===== src/rtl/id_fwd_scoreboard_pkg.sv =====
// Shared constants and helpers for the ID-stage hazard/bypass unit.
// Holds bypass source indices, the stall-cause encoding and the ID->EX bundle width.
package id_fwd_scoreboard_pkg;

    localparam int unsigned FWD_EX  = 0;
    localparam int unsigned FWD_MEM = 1;
    localparam int unsigned FWD_WB  = 2;

    // ID->EX bundle: valid, pc, inst, rs1 value, rs2 value (32-bit datapath)
    localparam int unsigned ID_TO_EX_W = 1 + 32 + 32 + 32 + 32;

    typedef enum logic [1:0] {
        STALL_NONE = 2'd0,
        STALL_LATE = 2'd1,
        STALL_SB   = 2'd2,
        STALL_WAW  = 2'd3
    } stall_cause_e;

    function automatic logic [4:0] inst_rs1(input logic [31:0] inst);
        return inst[19:15];
    endfunction

    function automatic logic [4:0] inst_rs2(input logic [31:0] inst);
        return inst[24:20];
    endfunction

    function automatic logic [4:0] inst_rd(input logic [31:0] inst);
        return inst[11:7];
    endfunction

    function automatic stall_cause_e stall_cause(input logic late_hz,
                                                 input logic sb_hz,
                                                 input logic waw_hz);
        if (late_hz)
            return STALL_LATE;
        else if (sb_hz)
            return STALL_SB;
        else if (waw_hz)
            return STALL_WAW;
        else
            return STALL_NONE;
    endfunction

endpackage


===== src/rtl/id_fwd_scoreboard_fwd_mux.sv =====
// Priority bypass selector: the lowest-index matching source supplies the operand.
// Register 0 never matches, so it always reads the register file.
module fwd_mux
    import id_fwd_scoreboard_pkg::*;
#(
    parameter int unsigned XLEN    = 32,
    parameter int unsigned AW      = 5,
    parameter int unsigned NUM_FWD = 3
) (
    input  logic [AW-1:0]           rs,
    input  logic [XLEN-1:0]         rf_data,
    input  logic [NUM_FWD-1:0]      fwd_valid,
    input  logic [NUM_FWD-1:0]      fwd_we,
    input  logic [NUM_FWD-1:0]      fwd_late,
    input  logic [NUM_FWD*AW-1:0]   fwd_reg,
    input  logic [NUM_FWD*XLEN-1:0] fwd_data,
    output logic [XLEN-1:0]         value,
    output logic                    hit,
    output logic                    late
);

    always_comb begin
        value = rf_data;
        hit   = 1'b0;
        late  = 1'b0;
        for (int unsigned i = 0; i < NUM_FWD; i++) begin
            if (!hit && fwd_valid[i] && fwd_we[i] &&
                fwd_reg[i*AW +: AW] != '0 && fwd_reg[i*AW +: AW] == rs) begin
                hit   = 1'b1;
                value = fwd_data[i*XLEN +: XLEN];
                late  = fwd_late[i];
            end
        end
    end

endmodule


===== src/rtl/id_fwd_scoreboard.sv =====
// Decode-stage pipeline register with priority bypass, load-use and long-latency
// scoreboard interlocks, and a saturating stall-cycle counter.
module id_fwd_scoreboard
    import id_fwd_scoreboard_pkg::*;
#(
    parameter  int unsigned XLEN    = 32,
    parameter  int unsigned NREG    = 32,
    parameter  int unsigned NUM_FWD = 3,
    localparam int unsigned AW      = $clog2(NREG)
) (
    input  logic                    clk,
    input  logic                    rst_n,
    input  logic                    in_valid,
    input  logic [XLEN-1:0]         in_pc,
    input  logic [31:0]             in_inst,
    output logic                    in_allow,
    input  logic                    flush,
    input  logic                    dec_rs1_en,
    input  logic                    dec_rs2_en,
    input  logic                    dec_rd_we,
    input  logic                    dec_long,
    input  logic [XLEN-1:0]         rf_rd1,
    input  logic [XLEN-1:0]         rf_rd2,
    input  logic [NUM_FWD-1:0]      fwd_valid,
    input  logic [NUM_FWD-1:0]      fwd_we,
    input  logic [NUM_FWD-1:0]      fwd_late,
    input  logic [NUM_FWD*AW-1:0]   fwd_reg,
    input  logic [NUM_FWD*XLEN-1:0] fwd_data,
    input  logic                    lc_valid,
    input  logic [AW-1:0]           lc_reg,
    output logic                    out_valid,
    input  logic                    out_allow,
    output logic [XLEN-1:0]         out_pc,
    output logic [31:0]             out_inst,
    output logic [XLEN-1:0]         out_rs1,
    output logic [XLEN-1:0]         out_rs2,
    output logic [NREG-1:0]         sb_busy,
    output logic [31:0]             stall_cnt
);

    logic            valid_q;
    logic [XLEN-1:0] pc_q;
    logic [31:0]     inst_q;
    logic [NREG-1:0] busy_q;
    logic [NREG-1:0] busy_d;
    logic [31:0]     stall_q;

    logic [AW-1:0]   rs1;
    logic [AW-1:0]   rs2;
    logic [AW-1:0]   rd;
    logic            rs1_hit;
    logic            rs1_late;
    logic            rs2_hit;
    logic            rs2_late;
    logic            late_hz;
    logic            sb_hz;
    logic            waw_hz;
    logic            hazard;
    logic            ready_go;
    logic            fire;
    logic            sb_set;
    stall_cause_e    cause;

    assign rs1 = AW'(inst_rs1(inst_q));
    assign rs2 = AW'(inst_rs2(inst_q));
    assign rd  = AW'(inst_rd(inst_q));

    fwd_mux #(
        .XLEN    (XLEN),
        .AW      (AW),
        .NUM_FWD (NUM_FWD)
    ) u_mux_rs1 (
        .rs        (rs1),
        .rf_data   (rf_rd1),
        .fwd_valid (fwd_valid),
        .fwd_we    (fwd_we),
        .fwd_late  (fwd_late),
        .fwd_reg   (fwd_reg),
        .fwd_data  (fwd_data),
        .value     (out_rs1),
        .hit       (rs1_hit),
        .late      (rs1_late)
    );

    fwd_mux #(
        .XLEN    (XLEN),
        .AW      (AW),
        .NUM_FWD (NUM_FWD)
    ) u_mux_rs2 (
        .rs        (rs2),
        .rf_data   (rf_rd2),
        .fwd_valid (fwd_valid),
        .fwd_we    (fwd_we),
        .fwd_late  (fwd_late),
        .fwd_reg   (fwd_reg),
        .fwd_data  (fwd_data),
        .value     (out_rs2),
        .hit       (rs2_hit),
        .late      (rs2_late)
    );

    // Only the highest-priority match decides lateness; older matches cannot mask it.
    assign late_hz = valid_q && ((dec_rs1_en && rs1_hit && rs1_late) ||
                                 (dec_rs2_en && rs2_hit && rs2_late));
    assign sb_hz   = valid_q && ((dec_rs1_en && busy_q[rs1]) ||
                                 (dec_rs2_en && busy_q[rs2]));
    assign waw_hz  = valid_q && dec_rd_we && (rd != '0) && busy_q[rd];

    assign cause     = stall_cause(late_hz, sb_hz, waw_hz);
    assign hazard    = (cause != STALL_NONE);
    assign ready_go  = !hazard;
    assign in_allow  = !valid_q || (ready_go && out_allow);
    assign out_valid = valid_q && ready_go;
    assign fire      = out_valid && out_allow;
    assign sb_set    = fire && dec_long && dec_rd_we && (rd != '0);

    assign out_pc    = pc_q;
    assign out_inst  = inst_q;
    assign sb_busy   = busy_q;
    assign stall_cnt = stall_q;

    // Clear is applied before set so an issue to the completing register keeps it busy.
    always_comb begin
        busy_d = busy_q;
        if (lc_valid)
            busy_d[lc_reg] = 1'b0;
        if (sb_set)
            busy_d[rd] = 1'b1;
        busy_d[0] = 1'b0;
    end

    always_ff @(posedge clk) begin
        if (!rst_n) begin
            valid_q <= 1'b0;
            pc_q    <= '0;
            inst_q  <= '0;
            busy_q  <= '0;
            stall_q <= '0;
        end else begin
            if (flush)
                valid_q <= 1'b0;
            else if (in_allow)
                valid_q <= in_valid;

            if (in_allow && in_valid) begin
                pc_q   <= in_pc;
                inst_q <= in_inst;
            end

            busy_q <= busy_d;

            if (hazard && !flush && stall_q != '1)
                stall_q <= stall_q + 32'd1;
        end
    end

endmodule


===== config.mk =====
export PLATFORM = sky130hd
export DESIGN_NAME = id_fwd_scoreboard
export DESIGN_NICKNAME = d
export VERILOG_FILES = /design/src/rtl/id_fwd_scoreboard_pkg.sv /design/src/rtl/id_fwd_scoreboard_fwd_mux.sv /design/src/rtl/id_fwd_scoreboard.sv
export SDC_FILE = /design/constraint.sdc
export NUM_CORES = 1
export LEC_CHECK = 0
export ABC_AREA = 1
export CAP_MARGIN = 20
export CORE_AREA = 2 2 176 178
export CTS_BUF_LIST = sky130_fd_sc_hd__clkbuf_4
export DETAILED_ROUTE_END_ITERATION = 10
export DIE_AREA = 0 0 178 180
export HOLD_SLACK_MARGIN = 0.06
export PLACE_DENSITY = 0.69
export RECOVER_POWER = 100
export SYNTH_ARGS = -nofsm -noshare
export SYNTH_HDL_FRONTEND = slang
export SYNTH_SLANG_ARGS = --single-unit

===== constraint.sdc =====
create_clock -name clk -period 2.2 [get_ports clk]
set_input_delay 0.44 -clock clk [delete_from_list [all_inputs] [get_ports clk]]
set_output_delay 0.44 -clock clk [all_outputs]
set_load 0.03 [all_outputs]

# [Word level (Yosys, flattened, before mapping)]
# Index checks and enable logic that the tools add are counted.
[classes] magnitude_cmp=6 bitwise_logic=4 n_mux=33 add_sub_neg=1 reduce_logical=58 eq_ne=7
[ops] op="32-bit 2-to-1 mux" count=8
[ops] op="1-bit logical AND" count=42
[ops] op="32-bit by 1-bit adder with 32-bit output, second input constant" count=1
[ops] op="32-bit bitwise AND" count=1
[ops] op="32-bit != test, second input constant" count=1
[ops] op="32-bit inverter" count=1
[ops] op="32-bit bitwise OR" count=1
[ops] op="5-bit == test" count=6
[ops] op="5-bit by 6-bit < comparator with 1-bit output, second input constant" count=4
[ops] op="5-bit nonzero test" count=4
[ops] op="1-bit 2-to-1 mux" count=17
[ops] op="1-bit binary-select mux with 5-bit select" count=3
[ops] op="1-bit demux with 5-bit select" count=2
[ops] op="5-bit by 1-bit greater-or-equal comparator with 1-bit output, second input constant" count=2
[ops] op="1-bit logical NOT" count=7
[ops] op="2-bit 2-to-1 mux" count=3
[ops] op="1-bit logical OR" count=3
[ops] op="2-bit nonzero test" count=1
[ops] op="2-bit OR reduction" count=1
[ops] op="1-bit inverter" count=1
[word_totals] reg_bits=129 in_bits=263

# [Depth between registers and ports, before layout]
[depth] ltp_word=29 depth_mapped=18 ltp_nobuf=16

# [Cells and area by module]
# Synthesis repeated with hierarchy kept, for this count alone.
[unflattened] hier_cells=2098 area_unflattened_um2=11551.1
[by_module_without_submodules] module="id_fwd_scoreboard" area_per_inst_um2=7377.1 cells_each=1192 seq_area_each_um2=2562.5 n_inst=1
[by_module_without_submodules] module="fwd_mux" area_per_inst_um2=2087.0 cells_each=453 seq_area_each_um2=0.0 n_inst=2

# [Worst setup path before layout]
# No wires, ideal clock.
[synth_timing] kind="reg2out" start="reg inst_q[23] (netlist: out_inst[23])" end="out out_rs2[28]" stages_incl_launch_ff=11 path_buffers=3 setup_slack_ns=-0.704 arrival_ns=2.464 required_ns=1.760 cell_sequence="dfxtp_1 > buf_2 > xor2_1 > nor2_1 > nand3_1 > buf_2 > nand2_1 > nor4_4 > buf_4 > nor2_1 > a32oi_1"
[synth_between] elab_chain_cells=15
[synth_lines] item="start: declaration" line_no="id_fwd_scoreboard.sv:43" text="logic [31:0] inst_q;"
[synth_lines] item="start signal: assignment" line_no="id_fwd_scoreboard.sv:147" text="inst_q <= in_inst;"
[synth_lines] item="5-bit == test" line_no="id_fwd_scoreboard_fwd_mux.sv:28" text="fwd_reg[i*AW +: AW] != '0 && fwd_reg[i*AW +: AW] == rs) begin"
[synth_lines] item="1-bit logical AND" line_no="id_fwd_scoreboard_fwd_mux.sv:28"
[synth_lines] item="1-bit 2-to-1 mux" line_no="id_fwd_scoreboard_fwd_mux.sv:27" text="if (!hit && fwd_valid[i] && fwd_we[i] &&"
[synth_lines] item="1-bit logical NOT" line_no="id_fwd_scoreboard_fwd_mux.sv:27"
[synth_lines] item="1-bit logical AND (3 in series)" line_no="id_fwd_scoreboard_fwd_mux.sv:27"
[synth_lines] item="1-bit logical AND" line_no="id_fwd_scoreboard_fwd_mux.sv:28"
[synth_lines] item="1-bit 2-to-1 mux" line_no="id_fwd_scoreboard_fwd_mux.sv:27"
[synth_lines] item="1-bit logical NOT" line_no="id_fwd_scoreboard_fwd_mux.sv:27"
[synth_lines] item="1-bit logical AND (3 in series)" line_no="id_fwd_scoreboard_fwd_mux.sv:27"
[synth_lines] item="1-bit logical AND" line_no="id_fwd_scoreboard_fwd_mux.sv:28"
[synth_lines] item="32-bit 2-to-1 mux *" line_no="id_fwd_scoreboard_fwd_mux.sv:27"
[synth_lines] item="end: declaration" line_no="id_fwd_scoreboard.sv:36" text="output logic [XLEN-1:0] out_rs2,"
# Every way passes the cells marked *; elsewhere a longest branch is shown, timed or not.

# [Worst setup path after layout]
[layout_timing] start="reg inst_q[21] (netlist: out_inst[21])" end="out out_rs2[0]"
# The elaborated chain is that of the path after synthesis.

==> impl_results.md <==
- Status: finished with violations
- Failing checks: negative setup slack
- Yosys warnings: 0
- ANT nets after route: 0
- Mean Syn Cell Area: between 6 and 7 sq um
- FP Rows: between 60 and 70
- Seq/Total Area, Yosys: 0.255
- Detailed Place HPWL: 41400 um
- Part of the cycle the worst path needs: 1.47
- Syn Nets: just under 2000
- Synth area leader: dfxtp_1
- R2R depth: 18
- Pleak: roughly 8.5 nW
- Setup TNS: -117.54 ns
- DR vias: between 10000 and 15000
- Crit-path leading delay family: buffers and inverters
- Yosys reg bits: around 130
- Share of cells above drive strength 1: 0.292
- Total chip power: between 7 and 8 mW
- Clk sinks: between 100 and 150
- R2R setup slack: -0.53 ns
- CTS Buf Count: 17
- Setup Skew: 0.0243 ns
- Crit path DAT: 2.79 ns
- Clock Tree Root: clkbuf_4
- Top cells by area, synth: dfxtp_1, nand2_1, nand3_1, a21oi_1, inv_1
- Fin nets: between 2000 and 3000
- Mapped Cells: roughly 1700
- Cell Area, Synth: 0.0101 sq mm
- Slowest CP cell: dfxtp_4
- CP startpoint: out_inst[21]
- Post-route cell area: between 0.02 and 0.025 sq mm
- Asr flop ratio synth: 0
- Placed Area: 0.0170 sq mm
- Top-Level Pins: ~460
- Required @ worst endpoint: 1.76 ns
- CP Capture Type: primary output
- Synthesis-to-finish area growth: 101%
- DRT Pass-1 Iters: 5
- Worst min path class: in2reg
- Crit-path max FO: 6
- Setup crit end: out_rs2[0]
- Buf/Inv on CP: 5
- Vias in the first global route: ~14000
- Simple-gate portion of the synthesized area: 0.351
- TritonCTS clock tree: yes
- Yosys top cell area share: 0.255
- First-pass GRT wire length: 82300 um
- Critical path depth: 12
- Avg WL per Cell: ~21 um
- DIE AREA: 0.0320 sq mm
- Max-cap viol count: 0
- RSZ-0062 raised after global routing: yes
- Post-synth EDFFs: 0
- PnR worst setup slack: -1.03 ns
- Top_reg_cell synth: dfxtp_1
- Post-Synth XOR/XNOR Area: 0.0357
- Final cell count without fillers: approximately 2700
- Die Ht: between 150 and 200 um
- Startpoint types: flip-flop
- Slew HR: 0.639
- RD Place Congestion: 0.951
- Final setup fails: around 250
- Synth cell types: 42
- R2r startpoint: out_inst[22]
- Initial antenna violation count: 19
- Drt initial violations: roughly 960
- Grt total ovfl: 0
- Largest stage delay, worst path: ~0.45 ns
- Synth Area in Compound Gates: 0.210
- CP dominant cell by count: buf_6
- CP Class: reg2out
- H-tree depth: 4
- Peak VDD IR: roughly 0.00034 V
- Clk buf depth: 2
- Initial Util: 0.333
- Worst-Margin Slew: approximately 0.54 ns
- Pins over their slew limit: 0
- Clk Latency, worst-skew pair: between 0.6 and 0.7 ns
- Max Fclk: around 310 MHz
- Main combinational cell family by area after synthesis: simple AND/OR/NAND/NOR gates
- Post-route DRC: 0
- Fin crit period: around 3.2 ns
- All-Layer GR Usage: 0.333
- Critical R2R Capture: out_pc[10]
- Clock transition at path regs: about 0.14 ns
- Largest net degree at the start of global routing: 65
- Power Density: ~370 mW/mm^2
- Post-Synth Adder-Cell Area: 0.00124
- IO buf count: around 460
- Vias per inst: 5.37
- Core box area: just over 0.03 sq mm
- Die width: around 180 um
- Cells after DPL: between 2000 and 3000
- Final hold violations: 0
- Fill count: roughly 2500
- Multiplexer share of the synthesized area: 0
- Final wirelength: approximately 57000 um
- Hold-fix buffers at CTS: 0
- CP Cell Sequence: xnor2_2, nand2_1, nor2_2, nand3_4, buf_6, inv_2, buf_6, o2bb2ai_1, a311oi_2, buf_4, a21oi_4, buf_6
-- worst min path at each step --
stage | start | to | slack (ns) | cells after the start
floorplan | flush | valid_q | 0.52 | 1
global placement | out_pc[6] | out_pc[6] | 0.46 | 2
detailed placement | out_inst[27] | out_inst[27] | 0.47 | 2
CTS | rst_n | out_pc[14] | 0.17 | 3
global route | rst_n | out_inst[22] | 0.20 | 3
finish | rst_n | out_inst[22] | 0.21 | 3
-- metrics by stage --
| step | setup WS, ns | hold WS, ns | utilization |
|---|---|---|---|
| finish | -1.03 | 0.213 | 0.670 |
| global route | -1.13 | 0.202 | 0.670 |
| CTS | -0.948 | 0.173 | 0.633 |
| detailed placement | -1.13 | 0.471 | 0.563 |
| global placement | -1.15 | 0.460 | 0.563 |
| floorplan | -0.307 | 0.519 | - |
-- metal layers --
layer / routed length [um] / track usage
met4: 3690 / 0.208
met1: 20500 / 0.370
met2: 27700 / 0.559
met5: 27 / 0
met3: 5290 / 0.0933
-- cell usage in the layout (no fill, tap or decap), drive strengths merged, types with 32 or more instances in the layout --
cell / synthesis / final
nand4: 46 / 46
clkbuf: 49 / 32
clkdlybuf4s50: 0 / 382
buf: 61 / 327
nand2: 338 / 338
dfxtp: 128 / 128
a21oi: 183 / 183
nand3: 191 / 191
o21ai: 87 / 87
inv: 231 / 237
nor2: 187 / 187
-- what timing repair did --
item                                    4_1_cts  5_1_grt
endpoints found under the setup margin      263      274
pin swaps                                    48       64
resized for setup                           292      140
cloned                                       12       16
setup buffers                                39       28
-- layout make-up --
cell class	count	area (sq um)	share of cell area
flip-flops and latches	128	2600	0.129
inverters	231	887	0.0439
diodes	17	42.5	0.00210
well taps	396	495	0.0245
multi-input cells	1201	7920	0.391
repair buffers	731	8000	0.395
clock inverters	15	156	0.00773
clock buffers	17	128	0.00631
-- logic make-up (layout without fill, tap and decap cells) --
kind of cell | count (synthesis) | after routing
AO/OA/AOI/OAI | 357 | 357
adder cells (fa/ha/maj) | 1 | 1
flip-flops | 128 | 128
AND/OR/NAND/NOR | 801 | 801
buffers and inverters | 341 | 994
XOR/XNOR | 41 | 41
other | 1 | 18
-- synth_stat cells, types with 13 or more instances --
master    count
a211oi_1     23
a21oi_1     173
a221oi_1     15
a32oi_1      17
buf_2        27
buf_6        14
clkbuf_1     49
dfxtp_1     128
inv_1       218
inv_2        13
nand2_1     334
nand3_1     186
nand4_1      45
nor2_1      182
nor3_1       25
o21ai_0      84
xor2_1       31
-- power breakdown --
part	internal [mW]	switching, mW	total (mW)
combinational	1.59	1.68	3.27
clock	0.687	1.08	1.77
sequential	2.41	0.106	2.52
-- sequential cells by signal (all words and copies together) (netlist names) --
signal     cells
out_pc        32
stall_cnt     32
sb_busy       31
valid_q        1
out_inst      32
-- worst register-to-register path: stages (launching register included) --
cell and delay (ns):
dfxtp_4 0.47, inv_2 0.08, nand2_2 0.06, nand3_2 0.08
nor2_2 0.16, nand3_4 0.12, buf_6 0.13, buf_6 0.11
nand4_1 0.13, nand2_2 0.08, a21oi_4 0.21, nand4_4 0.17
nand2_8 0.13, buf_8 0.14, buf_12 0.16, buf_12 0.12
buf_16 0.13, a21oi_1 0.07, nor2_1 0.11
Power figures use the tool's default switching activity.
